## src/rtl/avalon_st_arb_pkg.sv

```systemverilog
// Shared types and the rotate-priority search for the Avalon-ST arbiter.
// Optional channel tagging: AVALON_ST_ARB_CHANNEL_EN.
package avalon_st_arb_pkg;

  typedef enum logic {ST_IDLE, ST_BURST} arb_state_t;

  localparam int unsigned MAX_CH = 16;

  typedef struct packed {
    logic       found;
    logic [3:0] idx;
  } pick_t;

  // First set bit of valid searched from ptr+1 upward, wrapping at n.
  function automatic pick_t rr_pick(
    input logic [MAX_CH-1:0] valid,
    input logic [3:0]        ptr,
    input int unsigned       n
  );
    pick_t       r;
    int unsigned c;
    r = '0;
    for (int unsigned k = 1; k <= MAX_CH; k++) begin
      if (k <= n && !r.found) begin
        c = (ptr + k) % n;
        if (valid[c]) begin
          r.found = 1'b1;
          r.idx   = 4'(c);
        end
      end
    end
    return r;
  endfunction

endpackage

```

## src/rtl/avalon_st_rr_pick.sv

```systemverilog
// Combinational rotate-priority encoder, NUM_CH wide.
// Lowest index strictly after ptr wins, wrapping modulo NUM_CH.
import avalon_st_arb_pkg::*;

module avalon_st_rr_pick #(
  parameter  int NUM_CH = 4,
  localparam int CH_W   = $clog2(NUM_CH)
) (
  input  logic [NUM_CH-1:0] valid,
  input  logic [CH_W-1:0]   ptr,
  output logic              found,
  output logic [CH_W-1:0]   idx
);

  logic [MAX_CH-1:0] v_ext;
  pick_t             p;

  always_comb begin
    v_ext               = '0;
    v_ext[NUM_CH-1:0]   = valid;
    p                   = rr_pick(v_ext, 4'(ptr), NUM_CH);
    found               = p.found;
    idx                 = CH_W'(p.idx);
  end

endmodule

```

## src/rtl/avalon_st_rr_arbiter.sv

```systemverilog
// Round-robin burst arbiter sharing one registered Avalon-ST source.
// Define AVALON_ST_ARB_CHANNEL_EN to add the source_channel tag.
import avalon_st_arb_pkg::*;

module avalon_st_rr_arbiter #(
  parameter  int NUM_CH     = 4,
  parameter  int DATA_WIDTH = 8,
  parameter  int MAX_BURST  = 4,
  localparam int CH_W       = $clog2(NUM_CH)
) (
  input  logic                         clk,
  input  logic                         reset,
  input  logic [NUM_CH*DATA_WIDTH-1:0] sink_data,
  input  logic [NUM_CH-1:0]            sink_valid,
  input  logic [NUM_CH-1:0]            sink_error,
  output logic [NUM_CH-1:0]            sink_ready,
  output logic [DATA_WIDTH-1:0]        source_data,
  output logic                         source_valid,
  output logic                         source_error,
  input  logic                         source_ready
`ifdef AVALON_ST_ARB_CHANNEL_EN
  ,
  output logic [CH_W-1:0]              source_channel
`endif
);

  localparam logic [7:0]      MB   = 8'(MAX_BURST);
  localparam logic [CH_W-1:0] LAST = CH_W'(NUM_CH - 1);

  arb_state_t            state_q, state_d;
  logic [CH_W-1:0]       ptr_q, ptr_d;
  logic [CH_W-1:0]       owner_q, owner_d;
  logic [7:0]            cnt_q, cnt_d;
  logic                  valid_q, valid_d;
  logic                  err_q, err_d;
  logic [DATA_WIDTH-1:0] data_q, data_d;
`ifdef AVALON_ST_ARB_CHANNEL_EN
  logic [CH_W-1:0]       chan_q, chan_d;
`endif

  logic                  free, burst_end, keep, xfer;
  logic                  pick_found;
  logic [CH_W-1:0]       pick_ptr, pick_idx, grant;

  assign free      = !valid_q || source_ready;
  assign burst_end = (state_q == ST_BURST) &&
                     (!sink_valid[owner_q] || cnt_q >= MB);
  assign keep      = (state_q == ST_BURST) && !burst_end;
  // An ending burst re-arbitrates in the same cycle from owner+1.
  assign pick_ptr  = burst_end ? owner_q : ptr_q;

  avalon_st_rr_pick #(
    .NUM_CH (NUM_CH)
  ) u_pick (
    .valid (sink_valid),
    .ptr   (pick_ptr),
    .found (pick_found),
    .idx   (pick_idx)
  );

  always_comb begin
    grant      = keep ? owner_q : pick_idx;
    xfer       = free && !reset && (keep || pick_found);
    sink_ready = '0;
    if (xfer) sink_ready[grant] = 1'b1;
  end

  always_comb begin
    state_d = state_q;
    ptr_d   = ptr_q;
    owner_d = owner_q;
    cnt_d   = cnt_q;
    if (burst_end) begin
      state_d = ST_IDLE;
      ptr_d   = owner_q;
      cnt_d   = '0;
    end
    if (xfer) begin
      if (keep) begin
        cnt_d = (cnt_q < MB) ? cnt_q + 8'd1 : cnt_q;
      end else if (MAX_BURST == 1) begin
        ptr_d = grant;
      end else begin
        state_d = ST_BURST;
        owner_d = grant;
        cnt_d   = 8'd1;
      end
    end
  end

  always_comb begin
    valid_d = valid_q;
    err_d   = err_q;
    data_d  = data_q;
`ifdef AVALON_ST_ARB_CHANNEL_EN
    chan_d  = chan_q;
`endif
    if (free) begin
      valid_d = xfer;
      if (xfer) begin
        data_d = sink_data[grant*DATA_WIDTH +: DATA_WIDTH];
        err_d  = sink_error[grant];
`ifdef AVALON_ST_ARB_CHANNEL_EN
        chan_d = grant;
`endif
      end
    end
  end

  always_ff @(posedge clk) begin
    if (reset) begin
      state_q <= ST_IDLE;
      ptr_q   <= LAST;
      owner_q <= '0;
      cnt_q   <= '0;
      valid_q <= 1'b0;
      err_q   <= 1'b0;
      data_q  <= '0;
`ifdef AVALON_ST_ARB_CHANNEL_EN
      chan_q  <= '0;
`endif
    end else begin
      state_q <= state_d;
      ptr_q   <= ptr_d;
      owner_q <= owner_d;
      cnt_q   <= cnt_d;
      valid_q <= valid_d;
      err_q   <= err_d;
      data_q  <= data_d;
`ifdef AVALON_ST_ARB_CHANNEL_EN
      chan_q  <= chan_d;
`endif
    end
  end

  assign source_valid = valid_q;
  assign source_error = err_q;
  assign source_data  = data_q;
`ifdef AVALON_ST_ARB_CHANNEL_EN
  assign source_channel = chan_q;
`endif

endmodule

```

## config.mk

```make
export PLATFORM = sky130hd
export DESIGN_NAME = avalon_st_rr_arbiter
export DESIGN_NICKNAME = d
export VERILOG_FILES = /design/src/rtl/avalon_st_arb_pkg.sv /design/src/rtl/avalon_st_rr_pick.sv /design/src/rtl/avalon_st_rr_arbiter.sv
export SDC_FILE = /design/constraint.sdc
export NUM_CORES = 1
export LEC_CHECK = 0
export ABC_AREA = 1
export CORE_MARGIN = 2
export CORE_UTILIZATION = 46
export DETAILED_ROUTE_END_ITERATION = 16
export GPL_ROUTABILITY_DRIVEN = 1
export PLACE_DENSITY = 0.91
export SYNTH_ARGS = -nofsm -noshare
export SYNTH_HDL_FRONTEND = slang
export SYNTH_SLANG_ARGS = --single-unit
export TNS_END_PERCENT = 20
```

## constraint.sdc

```tcl
create_clock -name clk -period 2.8 [get_ports clk]
set_input_delay 0.56 -clock clk [delete_from_list [all_inputs] [get_ports clk]]
set_output_delay 0.56 -clock clk [all_outputs]
set_load 0.005 [all_outputs]
```

# Word-level counts from Yosys, hierarchy flattened
# Index checks and enable logic that the tools add are counted.
# Widths: inputs -> output; s select.
[classes]
addsub = 5
multipliers = 0
div = 0
n_lt_le_gt_ge = 9
eq_ne = 1
n_shift = 1
mux = 31
bitwise = 1
reduce_logical = 16
[op_table]
columns = ["cell", "count"]
rows = [
  ["$mux 5", 7],
  ["$mux 8", 4],
  ["$shiftx 32x6->8", 1],
  ["$lt 2x5->1 const B", 4],
  ["$bmux 1 s2", 6],
  ["$mux 1", 10],
  ["$add 8x1->8 const B", 1],
  ["$ge 8x3->1 const B", 1],
  ["$lt 8x3->1 const B", 1],
  ["$lt 2x3->1 const B", 2],
  ["$reduce_and 2->1", 3],
  ["$logic_and 1x1->1", 5],
  ["$add 2x1->2 const B", 2],
  ["$add 2x2->2 const B", 2],
  ["$logic_not 1->1", 4],
  ["$mux 2", 2],
  ["$mux 4", 1],
  ["$logic_or 1x1->1", 3],
  ["$ne 3x2->1 const B", 1],
  ["$demux 1 s2", 1],
  ["$ge 2x1->1 const B", 1],
  ["$reduce_bool 2->1", 1],
  ["$not 1->1", 1],
]
[word_totals]
ff_bits = 23
latchBits = 0
ramBits = 0
mem_bits_ro = 0
in_bits = 43
n_memories = 0

# Depth between registers and ports, before layout
[logic_depth]
word_depth = 22
mapped_depth = 24
ltp_nobuf = 22

# Modules after synthesis
# A second synthesis with hierarchy kept.
[unflattened]
hier_cells = 270
hier_area_um2 = 1709.1
[modules_own_cells]
columns = ["mod", "n_inst", "cells_per_inst", "area_each_um2"]
rows = [
  ["avalon_st_rr_arbiter", 1, 220, 1463.9],
  ["avalon_st_rr_pick", 1, 50, 245.2],
]

# Worst setup path after synthesis
# No wires, ideal clock.
[synth_path]
path_type = "input-to-output"
start = "input port sink_valid[1]"
end = "output port sink_ready[0]"
arrival_time_ps = 2170
t_required_ps = 2240
setup_slack_ps = 70
stages = 19
path_cell_list = "nand2_1 > nand3_2 > nand3_4 > nand2_4 > nand2_2 > nand2_2 > buf_12 > nand2_4 > nand2_4 > nand2_1 > nand2_1 > nand2_2 > nand2_2 > nand2_2 > nand3_4 > nand2_4 > inv_2 > buf_6 > nor3_1"
[synth_via]
elab_chain_len = 22
word_cells_on_any_way = 36
[synth_lines]
columns = ["element", "line_no", "rtl"]
rows = [
  ["start: declaration", "avalon_st_rr_arbiter.sv:14", "input logic [NUM_CH-1:0] sink_valid,"],
  ["$bmux 1 s2", "avalon_st_rr_arbiter.sv:47", "(!sink_valid[owner_q] || cnt_q >= MB);"],
  ["$mux 1 (not written as such)", "avalon_st_rr_arbiter.sv:47", ""],
  ["$logic_not 1->1", "avalon_st_rr_arbiter.sv:47", ""],
  ["$logic_or 1x1->1", "avalon_st_rr_arbiter.sv:47", ""],
  ["$logic_and 1x1->1", "avalon_st_rr_arbiter.sv:46", "assign burst_end = (state_q == ST_BURST) &&"],
  ["$mux 2", "--", ""],
  ["$add 2x1->2", "avalon_st_arb_pkg.sv:25", "c = (ptr + k) % n;"],
  ["$bmux 1 s2", "avalon_st_arb_pkg.sv:26", "if (valid[c]) begin"],
  ["[6 not listed]", "--", ""],
  ["$mux 5", "avalon_st_arb_pkg.sv:26", ""],
  ["$mux 5", "avalon_st_arb_pkg.sv:24", "if (k <= n && !r.found) begin"],
  ["$mux 2", "avalon_st_rr_arbiter.sv:62", "grant = keep ? owner_q : pick_idx;"],
  ["$lt 2x3->1 (not written as such) or $ge 2x1->1 (tied branches)", "avalon_st_rr_arbiter.sv:65", "if (xfer) sink_ready[grant] = 1'b1;"],
  ["$logic_and 1x1->1 (not written as such)", "avalon_st_rr_arbiter.sv:65", ""],
  ["$mux 1 (not written as such)", "avalon_st_rr_arbiter.sv:65", ""],
  ["$demux 1 s2", "avalon_st_rr_arbiter.sv:65", ""],
  ["$mux 4 (*)", "avalon_st_rr_arbiter.sv:65", ""],
  ["end: declaration", "avalon_st_rr_arbiter.sv:16", "output logic [NUM_CH-1:0] sink_ready,"],
]
# Mark *: on every way between the ends. The rest lies on a longest branch, timed or not. The select of a mux whose other input is x is not followed.

# Worst setup path after layout
# Same ends and word-level chain as after synthesis.

==> impl_metrics.json <==
{
  "outcome": "finished with violations",
  "failed_checks": "negative setup slack",
  "synthCells": 272,
  "vdd_drop_max_v": 0.000413,
  "root_buffer": "clkbuf_8",
  "fmax_mhz": 323,
  "die_width_um": 65.4,
  "rows": 22,
  "slew_headroom_pct": 74.3,
  "firstDrtPassIters": 4,
  "power.leakage_nw": 1.38,
  "finalHoldViolations": 0,
  "whs_ns": 0.441,
  "setup_violations": 4,
  "endpoint_kind": "output pin",
  "clock_latency_ns": 0.25,
  "async_flop_share_pct": 0,
  "cts_tree": "done",
  "path_max_fanout": 5,
  "cts.clk_slew.worst_paths_ns": 0.07,
  "synth_top_area_cell": "dfxtp_1",
  "fin_ws_ns": -0.297,
  "grt_max_degree": 13,
  "grt-ovfl-total": 0,
  "io_buffers": 56,
  "drc": 0,
  "grt_pass1_wl_um": 8850,
  "power_density_nw_per_um2": 724,
  "yosys-top-cells-count": "82 x nand2_1, 38 x nand3_1, 32 x nor2_1, 23 x dfxtp_1, 20 x nand2_2",
  "instances_no_fill": 414,
  "yosysSeqAreaShare_pct": 26.5,
  "clockBufferDepth": 2,
  "reg2reg_depth": 23,
  "post_drt_wl_per_cell_um": 13.2,
  "grt_util_all_layers_pct": 26.0,
  "whs_path_depth": 2,
  "synthDistinctLibCells": 24,
  "rr_endpoint": "source_data[6]",
  "vias_per_cell": 5.09,
  "min-delay-start": "cnt_q[3]",
  "r2r_slack_ns": 0.17,
  "rsz0062_at_grt": "yes",
  "synth-main-ff-cell": "dfxtp_1",
  "skew_ns": 0.000583,
  "numClockSinks": 23,
  "avgSynthCellArea_um2": 6.38,
  "layout-drive-gt1-share_pct": 32.8,
  "cap_violations": 0,
  "post-place-ws_ns": -1.12,
  "area_growth_syn_to_layout_pct": 60.9,
  "io_pins": 57,
  "fin_crit_sh_pct": 111,
  "placedCellCount": 402,
  "die_y_um": 65.4,
  "wl_um": 5470,
  "yosysTopAreaCellShare_pct": 26.5,
  "netlist_area_um2": 1740,
  "hold_path_class": "reg -> reg",
  "maxSlewViolCount": 0,
  "period_needed_ns": 3.10,
  "crit_path_start_kind": "primary input",
  "cts_buffers": 3,
  "final_area_um2": 2790,
  "num_antenna_cells": 0,
  "synth-edff-count": 0,
  "start_util_pct": 47.8,
  "crit_required_ns": 2.24,
  "antenna_found_initial": 0,
  "h-tree-depth": 1,
  "worstMarginPinSlew_ns": 0.384,
  "yosysMostFrequentCell": "nand2_1",
  "fin_setup_tns_ns": -1.03,
  "core_um2": 3630,
  "ys_ff_latch": 23,
  "drt_iter0_drc": 94,
  "crit_arrival_ns": 2.54,
  "regToRegStartpoint": "cnt_q[2]",
  "first_global_vias": 2054,
  "die_area_um2": 4280,
  "layout.nets": 412,
  "critPathMaxStageDelay_ns": 0.21,
  "crit_type": "in -> out",
  "crit_slowest_cell": "nor3_4",
  "crit_chain": "clkdlybuf4s15_1, nand2_1, nand3_2, nand3_4, nand2_8, nand2_2, nand2_4, nand2_1, nand2_2, nand2_2, nand2_4, a21oi_2, nand3_1, nand3_2, nand2_4, nor3_4, buf_2",
  "vias": 2107,
  "synthesis.nets": 317,
  "dp_hpwl_um": 3880,
  "place_congestion": 0.868,
  "yosys_warnings": 0,
  "placed_area_um2": 2540,
  "synth.area.top_cells": "dfxtp_1 27%, nand2_1 18%, nand3_1 11%",
  "holdPathEnd": "cnt_q[3]",
  "postCtsHoldBufs": 0,
  "detail-route-antenna-nets": 0
}
kinds of logic after synthesis:
group | Yosys count | synth area share (%)
adders and majority gates | 2 | 1.44
and+or+nand+nor | 196 | 56.1
xor gates and xnor gates | 1 | 0.505
DFF | 23 | 26.5
buffers and inverters | 33 | 10.4
AOI/OAI and AO/OA | 17 | 5.05
placed cells by master (no fill, tap or decap), types with 2 or more instances in the layout:
cell,instances
nand2_1,67
clkdlybuf4s50_1,48
buf_4,43
nand3_1,35
nor2_1,32
nand2_2,25
dfxtp_1,21
inv_1,18
nand2_4,16
a21oi_1,12
buf_2,7
nand3_2,5
nand4_1,4
nand3_4,4
inv_2,3
nand2_8,3
nor3_2,3
o21ai_0,3
clkbuf_8,3
ha_1,2
dfxtp_2,2
stage by stage:
step	utilization [%]	total power, mW
final	76.9	2.02
after floorplan	-	1.18
after CTS	76.0	1.97
after detailed placement	69.8	1.61
after global placement	69.8	1.58
after global routing	76.9	2.16
power breakdown:
part           leakage, nW  internal [mW]  switching, mW
clock network       0.0228          0.101         0.0953
registers            0.191          0.380         0.0410
logic                 1.16          0.641          0.764
flip-flops by register name, indices dropped and copies added (netlist names):
signal,count
cnt_q,8
owner_q,2
ptr_q,2
source_data,8
source_error,1
source_valid,1
state_q,1
critical path: cells and delay by family:
kind / cells / cell delay (ns)
compound gates: 1 / 0.16
buf+inv: 2 / 0.34
simple gates: 14 / 1.46
layer usage:
metal / vias to the layer above / GRT usage (%) / wire length, um
li1: 1051 / - / -
met1: 953 / 29.2 / 2170
met2: 91 / 50.5 / 2870
met3: 12 / 4.62 / 316
met4: 0 / 5.73 / 110
met5: - / 0 / 0
how the worst max path moves through the flow:
stage / from / to / slack [ns] / cells after the start
final: sink_valid[1] / sink_ready[0] / -0.30 / 17
after global routing: cnt_q[2] / sink_ready[3] / -0.41 / 18
after CTS: cnt_q[2] / sink_ready[3] / -0.20 / 18
after detailed placement: sink_valid[3] / sink_ready[0] / -1.12 / 18
after global placement: sink_valid[3] / sink_ready[2] / -1.0 / 18
after floorplan: sink_valid[1] / sink_ready[0] / 0.07 / 19
final cells by class:
class                      count  area (um^2)
fill                         269          841
clock buffer                   4         45.0
tap                           48         60.1
multi-input combinational    217         1280
inverter                      22         85.1
sequential                    23          463
timing repair buffer         100          860
repair_timing:
action | 4_1_cts | 5_1_grt
gates cloned | 1 | 0
pin swaps | 29 | 3
setup buffers | 7 | 0
gates resized for setup | 70 | 4
setup endpoints to repair | 13 | 5
Note: power is estimated with default switching activity, not from simulation.
